--- src/rtl/pattern_pwm_pkg.sv ---
// Shared types for the pattern_pwm sequencer: FSM states, duty width and table entry layout.
// No logic here.
package pattern_pwm_pkg;

   localparam int DUTY_W    = 8;
   localparam int PAT_W_DEF = 16;

   typedef enum logic [1:0] {
      IDLE,
      ISSUE,
      WAIT_DONE
   } seq_state_t;

   typedef struct packed {
      logic [PAT_W_DEF-1:0] pat;
      logic [DUTY_W-1:0]    duty;
   } tbl_entry_t;

endpackage

--- src/rtl/pattern_pwm_table.sv ---
// Pattern/duty register file: synchronous gated write, combinational read.
// Write lands on the clock edge; read is available in the same cycle.
module pattern_pwm_table
   import pattern_pwm_pkg::*;
#(
   parameter int  _PAT_WIDTH = 16,
   parameter int  _DEPTH     = 8,
   localparam int _ADDR_W    = $clog2(_DEPTH)
) (
   input  logic                  clk,
   input  logic                  rst_n,
   input  logic                  we,
   input  logic [_ADDR_W-1:0]    wr_addr,
   input  logic [_PAT_WIDTH-1:0] wr_pat,
   input  logic [DUTY_W-1:0]     wr_duty,
   input  logic [_ADDR_W-1:0]    rd_addr,
   output logic [_PAT_WIDTH-1:0] rd_pat,
   output logic [DUTY_W-1:0]     rd_duty
);

   logic [_PAT_WIDTH-1:0] pat_mem  [_DEPTH];
   logic [DUTY_W-1:0]     duty_mem [_DEPTH];

   always_ff @(posedge clk) begin
      if (!rst_n) begin
         for (int i = 0; i < _DEPTH; i++) begin
            pat_mem[i]  <= '0;
            duty_mem[i] <= '0;
         end
      end else if (we) begin
         pat_mem[wr_addr]  <= wr_pat;
         duty_mem[wr_addr] <= wr_duty;
      end
   end

   assign rd_pat  = pat_mem[rd_addr];
   assign rd_duty = duty_mem[rd_addr];

endmodule

--- src/rtl/pattern_pwm_seq.sv ---
// Plays a (PAT, duty) table into pattern_pwm for a set number of passes; one pwm_en per entry.
// pwm_en one edge after an accepted start or honoured valid; held off while pwm_busy is high.
module pattern_pwm_seq
   import pattern_pwm_pkg::*;
#(
   parameter int  _PAT_WIDTH = 16,
   parameter int  _DEPTH     = 8,
   localparam int _ADDR_W    = $clog2(_DEPTH),
   parameter int  _REP_W     = 8
) (
   input  logic                  clk,
   input  logic                  rst_n,
   input  logic                  cfg_we,
   input  logic [_ADDR_W-1:0]    cfg_addr,
   input  logic [_PAT_WIDTH-1:0] cfg_pat,
   input  logic [DUTY_W-1:0]     cfg_duty,
   input  logic [_ADDR_W:0]      seq_len,
   input  logic [_REP_W-1:0]     rep_num,
   input  logic                  start,
   input  logic                  stop,
   input  logic                  pwm_busy,
   input  logic                  pwm_valid,
   output logic                  pwm_en,
   output logic [DUTY_W-1:0]     duty_num,
   output logic [_PAT_WIDTH-1:0] PAT,
   output logic                  seq_busy,
   output logic [_ADDR_W-1:0]    cur_idx,
   output logic                  done
);

   seq_state_t            state;
   logic [_ADDR_W-1:0]    idx;
   logic [_REP_W-1:0]     pass;
   logic [_ADDR_W:0]      len_q;
   logic [_REP_W-1:0]     rep_q;
   logic                  stop_flag;
   logic [_PAT_WIDTH-1:0] rd_pat;
   logic [DUTY_W-1:0]     rd_duty;
   logic                  start_ok;
   logic                  last_entry;
   logic                  last_pass;

   pattern_pwm_table #(
      ._PAT_WIDTH(_PAT_WIDTH),
      ._DEPTH    (_DEPTH)
   ) u_table (
      .clk    (clk),
      .rst_n  (rst_n),
      .we     (cfg_we && !seq_busy),
      .wr_addr(cfg_addr),
      .wr_pat (cfg_pat),
      .wr_duty(cfg_duty),
      .rd_addr(idx),
      .rd_pat (rd_pat),
      .rd_duty(rd_duty)
   );

   assign start_ok   = start && !stop && (seq_len != '0) &&
                       (seq_len <= (_ADDR_W+1)'(_DEPTH));
   assign last_entry = ({1'b0, idx} == len_q - (_ADDR_W+1)'(1));
   assign last_pass  = (rep_q != '0) && (pass == rep_q - _REP_W'(1));

   always_ff @(posedge clk) begin
      if (!rst_n) begin
         state     <= IDLE;
         idx       <= '0;
         pass      <= '0;
         len_q     <= '0;
         rep_q     <= '0;
         stop_flag <= 1'b0;
         pwm_en    <= 1'b0;
         duty_num  <= '0;
         PAT       <= '0;
         seq_busy  <= 1'b0;
         cur_idx   <= '0;
         done      <= 1'b0;
      end else begin
         pwm_en <= 1'b0;
         done   <= 1'b0;
         case (state)
            IDLE: begin
               stop_flag <= 1'b0;
               if (start_ok) begin
                  len_q    <= seq_len;
                  rep_q    <= rep_num;
                  idx      <= '0;
                  pass     <= '0;
                  seq_busy <= 1'b1;
                  state    <= ISSUE;
               end
            end
            ISSUE: begin
               // Nothing is outstanding here, so a stop can leave immediately.
               if (stop || stop_flag) begin
                  stop_flag <= 1'b0;
                  seq_busy  <= 1'b0;
                  state     <= IDLE;
               end else if (!pwm_busy) begin
                  pwm_en   <= 1'b1;
                  PAT      <= rd_pat;
                  duty_num <= rd_duty;
                  cur_idx  <= idx;
                  state    <= WAIT_DONE;
               end
            end
            WAIT_DONE: begin
               if (stop) stop_flag <= 1'b1;
               // valid during our own pwm_en cycle belongs to an earlier job
               if (pwm_valid && !pwm_en) begin
                  if (stop || stop_flag) begin
                     stop_flag <= 1'b0;
                     seq_busy  <= 1'b0;
                     state     <= IDLE;
                  end else if (last_entry && last_pass) begin
                     seq_busy <= 1'b0;
                     done     <= 1'b1;
                     state    <= IDLE;
                  end else if (last_entry) begin
                     idx <= '0;
                     if (pass != '1) pass <= pass + _REP_W'(1);
                     state <= ISSUE;
                  end else begin
                     idx   <= idx + _ADDR_W'(1);
                     state <= ISSUE;
                  end
               end
            end
            default: state <= IDLE;
         endcase
      end
   end

endmodule

--- config.mk ---
export PLATFORM = sky130hd
export DESIGN_NAME = pattern_pwm_seq
export DESIGN_NICKNAME = d
export VERILOG_FILES = /design/src/rtl/pattern_pwm_pkg.sv /design/src/rtl/pattern_pwm_table.sv /design/src/rtl/pattern_pwm_seq.sv
export SDC_FILE = /design/constraint.sdc
export NUM_CORES = 1
export LEC_CHECK = 0
export CAP_MARGIN = 10
export CORE_UTILIZATION = 45
export DETAILED_ROUTE_END_ITERATION = 8
export HOLD_SLACK_MARGIN = 0.08
export PLACE_DENSITY = 0.66
export SLEW_MARGIN = 10
export SYNTH_ARGS = -nofsm -noshare
export SYNTH_HDL_FRONTEND = slang
export SYNTH_SLANG_ARGS = --single-unit
--- constraint.sdc ---
create_clock -name clk -period 3.4 [get_ports clk]
set_clock_uncertainty 0.2 [all_clocks]
set_input_delay 0.68 -clock clk [delete_from_list [all_inputs] [get_ports clk]]
set_output_delay 0.68 -clock clk [all_outputs]
set_load 0.02 [all_outputs]
==> results.cfg, run 1 <==
[outcome]
status = complete, no violations

[logic_synthesis]
ys_ff_latch = 248
synth.distinct_cells = 55
synth_edf_count = 192
synthFlopType = edfxtp_1
yosysTopAreaCellShare_pct = 51.5
syn-cell-area_sq_mm = 0.0112
synthCells = 814
synth_top_area_cell = edfxtp_1
synth_common_cells = 192 x and2_1, 192 x edfxtp_1, 56 x dfxtp_1
yosysSeqAreaShare_pct = 61.5
ys_top_cells_by_area = edfxtp_1 51%, and2_1 11%, dfxtp_1 10%
syn_nets = 869
synth.avg_cell_area_sq_um = 13.8
yosysWarnings = 0
async_reset_ff_share_pct = 0

[route]
dr.pass1.iters = 5
antenna_left = 0
drc = 0
drtIter0Drc = 524
via_per_inst = 5.33
wl_um = 24700
num_vias = 6725
wire_per_inst_um = 19.6

[sta]
slew_violations = 0
setup_viol = 0
max_freq_mhz = 340
hold_viol_final = 0
tightest_slew_ns = 0.803
grt_setup_unrepaired = false
tns_ns = 0
fin_crit_ns = 2.94
relSlewSlack_pct = 46.5
fin_crit_sh_pct = 86.4

[layout]
num-fill-cells = 2005
ff_latch_area_sq_mm = 0.00689
stdcell_area_sq_mm = 0.0135
drive_above_1_share_pct = 16.3
insertedDiodeCount = 0
nNetsFinal = 972
instances_no_fill = 1261
multi_input_area_sq_mm = 0.00411
area_growth_pct = 20.2

[clock_tree]
post-cts-setup-buffers = 0
clock_latency_ns = 0.54
cts_tree = built
cts.repair.resized = 0
cts_root_buffer = clkbuf_16
clk_path_buf_depth = 3
h-tree-depth = 1
cts.reportedPaths.clkPinSlew_ns = 0.06
hold_buffers = 0
cts_sinks = 248
cts_made_buffers = 27

[critical_path]
r2r_end = done
required_ns = 3.64
crit_type = flip-flop to flip-flop
start_kind = flip-flop
reg2regPathDepth = 9
timing.rr.start = rep_q[0]
r2r_slack_ns = 0.46
cp-end-kind = flip-flop
crit_arrival_ns = 3.17
cp_max_fo = 10

[placed_design]
finalWeightedCongestion = 0.823
dpl-instance-area_sq_mm = 0.0126
io_buffers = 75
dp_hpwl_um = 15500
place_inst = 1212

[floorplan]
core_area_sq_mm = 0.0244
ios = 76
rows = 57
start_util_pct = 45.9
die_w_um = 160
die_h_um = 160
die_area_sq_mm = 0.0255

[hold_path]
hold_path.class = flip-flop to flip-flop
hold_path_end = cur_idx[2]
holdPathStages = 2
holdCritStartpoint = cur_idx[2]

[pwr]
p_leak_uw = 0.00482
ir_drop_v = 0.000401
power_density_mw_per_mm2 = 511
p_total_uw = 6880

[global_routing]
grt_first_pass_wirelength_um = 39100
gr-total-overflow = 0
antenna_found_initial = 0
grt_pass1_vias = 6859
grt_max_degree = 52
grt.total_usage_pct = 19.9

[run]
max-cap-violations = 0
[placed cells by master (no fill, tap or decap), types with 3 or more instances in the layout]
cell,synthesis,routed
and2_1,192,192
edfxtp_1,192,192
clkdlybuf4s50_1,0,75
dfxtp_1,56,53
nor2_1,54,53
mux4_2,48,48
buf_4,1,46
mux2i_1,40,40
a211oi_1,27,27
clkbuf_16,0,27
inv_1,16,15
nand2_1,14,14
a21oi_1,13,13
clkbuf_1,37,10
ha_1,9,9
nand2b_1,8,8
nand3_1,7,7
or4_1,7,7
o21ai_2,0,6
xor2_1,6,6
o31ai_1,6,6
nor3_1,7,5
xnor2_1,5,5
clkbuf_8,0,5
nand4_1,4,4
nor4_1,4,4
o21ai_0,10,4
nor3_2,1,3
or3b_1,3,3
or3_1,3,3
[kinds of logic after synthesis]
family	after synthesis	share of synthesized area, %
buffers and inverters	64	2.19
adder cells (fa/ha/maj)	9	1.00
XOR/XNOR	11	0.860
AND/OR/NAND/NOR	317	16.4
AO/OA/AOI/OAI	77	4.86
flip-flops	248	61.5
multiplexers	88	13.2
[per-stage QoR]
stage / setup WS (ns) / utilization, % / hold WS (ns)
2_1_floorplan: 0.0654 / - / 0.279
3_3_place_gp: 0.0838 / 51.6 / 0.276
3_5_place_dp: 0.0397 / 51.6 / 0.288
4_1_cts: 0.422 / 55.2 / 0.298
5_1_grt: 0.165 / 55.2 / 0.320
6_report: 0.462 / 55.2 / 0.291
[how the worst max path moves through the flow]
stage / from / to / slack [ns] / cells after the start
2_1_floorplan: cfg_addr[0] / u_table.duty_mem[2][0] / 0.07 / 3
3_3_place_gp: seq_len[0] / pass[4] / 0.08 / 8
3_5_place_dp: seq_len[0] / pass[4] / 0.04 / 8
4_1_cts: rep_q[0] / done / 0.42 / 9
5_1_grt: rep_q[0] / done / 0.16 / 9
6_report: rep_q[0] / done / 0.46 / 9
[per-layer routing]
metal	vias up	part of all wire (%)	global-route usage, %
li1	3220	-	-
met1	3315	44	26.9
met2	161	49	34.2
met3	29	4.8	2.88
met4	0	1.5	4.37
met5	-	0	0
[cell type report]
cell class / count / share of cell area, %
Tap cell: 324 / 3.01
Clock buffer: 42 / 5.81
Clock inverter: 7 / 0.706
Multi-Input combinational cell: 502 / 30.6
Sequential cell: 248 / 51.2
Inverter: 16 / 0.446
Timing Repair Buffer: 122 / 8.29
[state kept, by name, summed over array words and instances, names as in the netlist, 2 cells and up]
name              flops
u_table.pat_mem     128
u_table.duty_mem     64
PAT                  16
duty_num              8
pass                  8
rep_q                 8
len_q                 4
cur_idx               3
idx                   3
state                 2
[report_power, final]
group | internal (uW) | switching, uW | leakage [uW]
Combinational | 245 | 305 | 0.00195
Sequential | 3390 | 47.9 | 0.00244
Clock | 1730 | 1160 | 0.000425
[worst max-delay path: stages, from the launching register on]
cell	delay, ns
dfxtp_1	0.46
inv_1	0.10
ha_1	0.22
or3b_1	0.35
a2111o_1	0.37
o311a_1	0.15
nor3_2	0.43
buf_4	0.26
nand2_1	0.07
nor3_1	0.22
Power figures use the tool's default switching activity.
==> run 2: changes to the inputs <==
--- a/config.mk
+++ b/config.mk
@@ -6,10 +6,9 @@
 export NUM_CORES = 1
 export LEC_CHECK = 0
 export CAP_MARGIN = 10
-export CORE_UTILIZATION = 45
+export CORE_UTILIZATION = 35
 export DETAILED_ROUTE_END_ITERATION = 8
 export HOLD_SLACK_MARGIN = 0.08
-export PLACE_DENSITY = 0.66
 export SLEW_MARGIN = 10
 export SYNTH_ARGS = -nofsm -noshare
 export SYNTH_HDL_FRONTEND = slang
==> run 2 against run 1 <==
Effect of this change:
- first-iteration DRC count up 4.0%
- worst hold slack better by 0.0016 ns
- critical path depth unchanged
- via count up 1.3%
- combinational power up 2%
- clock power up 3%
- utilization down 12 points
- largest power group unchanged
- highest routed layer unchanged
==> results.cfg, run 2 (synthesized netlist as in run 1, its figures left out) <==
[critical_path]
path_cells = inv_1, ha_1, or3b_1, a2111o_1, o311a_1, nor3_2, buf_4, nand2_1, nor3_1
cp-startpoint = rep_q[0]
start_kind = flip-flop
crit_family = simple AND/OR/NAND/NOR gates
crit_buf_inv = 2
max_stage_delay_ns = 0.46
r2r_slack_ns = 0.46
timing.rr.start = rep_q[0]
crit_arrival_ns = 3.18
cp-end-kind = flip-flop
cp_max_fo = 10
required_ns = 3.64
cp_slowest_cell = dfxtp_1
crit_type = flip-flop to flip-flop

[clock_tree]
cts_tree = built
h-tree-depth = 1
clk_path_buf_depth = 3
cts.reportedPaths.clkPinSlew_ns = 0.06
cts.repair.resized = 0
hold_buffers = 0
cts_sinks = 248
clock_latency_ns = 0.54
cts_made_buffers = 28
cts_root_buffer = clkbuf_16
post-cts-setup-buffers = 0

[layout]
area_growth_pct = 21.4
top_register = u_table.pat_mem
instances_no_fill = 1341
num-fill-cells = 2906
largest_reg_flops = 128
reg_top3 = u_table.pat_mem (128), u_table.duty_mem (64), PAT (16)
final_cell_mix = 192 x and2_1, 192 x edfxtp_1, 75 x clkdlybuf4s50_1, 53 x dfxtp_1, 53 x nor2_1
stdcell_area_sq_mm = 0.0136
drive_above_1_share_pct = 16.4
nNetsFinal = 972
insertedDiodeCount = 0
final_util_pct = 43.1

[route]
wl_um = 26200
num_vias = 6815
wire_per_inst_um = 19.5
antenna_left = 0
drtIter0Drc = 545
drc = 0
via_per_inst = 5.08
dr.pass1.iters = 5

[global_routing]
grt_max_degree = 53
gr-total-overflow = 0
antenna_found_initial = 0
grt_first_pass_wirelength_um = 41000
grt_pass1_vias = 6945
grt.total_usage_pct = 16.4

[pwr]
ir_drop_v = 0.000289
p_comb_share_pct = 8.0
power_density_mw_per_mm2 = 513
p_clk_share_pct = 42.6
p_seq_share_pct = 49.4
switching_power_uw = 1560
switching_share_pct = 22.4
p_int_uw = 5420
p_leak_uw = 0.00483

[floorplan]
die_w_um = 181
ios = 76
die_area_sq_mm = 0.0327
core_area_sq_mm = 0.0316
start_util_pct = 35.5
rows = 65
die_h_um = 181

[hold_path]
holdCritStartpoint = PAT[2]
hold_path.class = flip-flop to flip-flop

[sta]
fin_crit_sh_pct = 86.5
fin_crit_ns = 2.94
slew_violations = 0
max_freq_mhz = 340
relSlewSlack_pct = 47.1
tns_ns = 0
grt_setup_unrepaired = false
setup_viol = 0
hold_viol_final = 0
tightest_slew_ns = 0.794

[placed_design]
dpl-instance-area_sq_mm = 0.0127
dp_hpwl_um = 16300
place_inst = 1289
finalWeightedCongestion = 0.757
io_buffers = 75

[run]
max-cap-violations = 0

[outcome]
status = complete, no violations
==> run 2: stage by stage <==
step	setup WS (ns)	hold slack, ns	total power [uW]
2_1_floorplan	0.0654	0.279	3790
4_1_cts	0.461	0.299	7050
6_report	0.459	0.293	6980
3_3_place_gp	0.0748	0.289	4060
3_5_place_dp	0.0526	0.290	4070
5_1_grt	0.282	0.314	7230
==> run 2: final cells by class <==
type / instances / area [sq um] / share of cell area [%]
Sequential cell: 248 / 6890 / 50.7
Timing Repair Buffer: 121 / 1120 / 8.24
Clock inverter: 19 / 170 / 1.25
Clock buffer: 33 / 741 / 5.45
Tap cell: 402 / 503 / 3.70
Inverter: 16 / 60.1 / 0.442
Multi-Input combinational cell: 502 / 4110 / 30.2
==> run 2: layer usage <==
| metal | share of wire (%) | vias up | GRT usage (%) |
|---|---|---|---|
| met2 | 48 | 173 | 27.3 |
| met3 | 4.5 | 42 | 2.16 |
| met4 | 1.7 | 0 | 4.34 |
| li1 | - | 3219 | - |
| met5 | 0 | - | 0 |
| met1 | 45 | 3381 | 22.6 |
==> run 2: worst reg2reg max path, cell delays in order (launching register included) <==
cell and delay [ns]:
dfxtp_1 0.46, inv_1 0.10, ha_1 0.23, or3b_1 0.35, a2111o_1 0.36, o311a_1 0.15, nor3_2 0.43, buf_4 0.27
nand2_1 0.08, nor3_1 0.22
==> run 2: path summary, 6_finish.rpt <==
path | end | depth (start not counted)
setup / recovery | done | 9
setup reg to reg | done | 9
hold reg to reg | PAT[2] | 2
hold / removal | PAT[2] | 2
==> run 2: power by group through the flow <==
| stage | logic [uW] | registers [uW] | clock network, uW |
|---|---|---|---|
| after floorplan | 268 | 3520 | 0 |
| after CTS | 567 | 3440 | 3040 |
| after global placement | 559 | 3500 | 0 |
| final | 559 | 3440 | 2980 |
| after global routing | 609 | 3460 | 3160 |
| after detailed placement | 563 | 3510 | 0 |
==> run 3: changes to the inputs <==
--- a/config.mk
+++ b/config.mk
@@ -9,6 +9,7 @@
 export CORE_UTILIZATION = 35
 export DETAILED_ROUTE_END_ITERATION = 8
 export HOLD_SLACK_MARGIN = 0.08
+export SKIP_LAST_GASP = 1
 export SLEW_MARGIN = 10
 export SYNTH_ARGS = -nofsm -noshare
 export SYNTH_HDL_FRONTEND = slang
==> results of run 3 <==
Same layout as run 2: the final DEF is identical, and so are final timing and power.
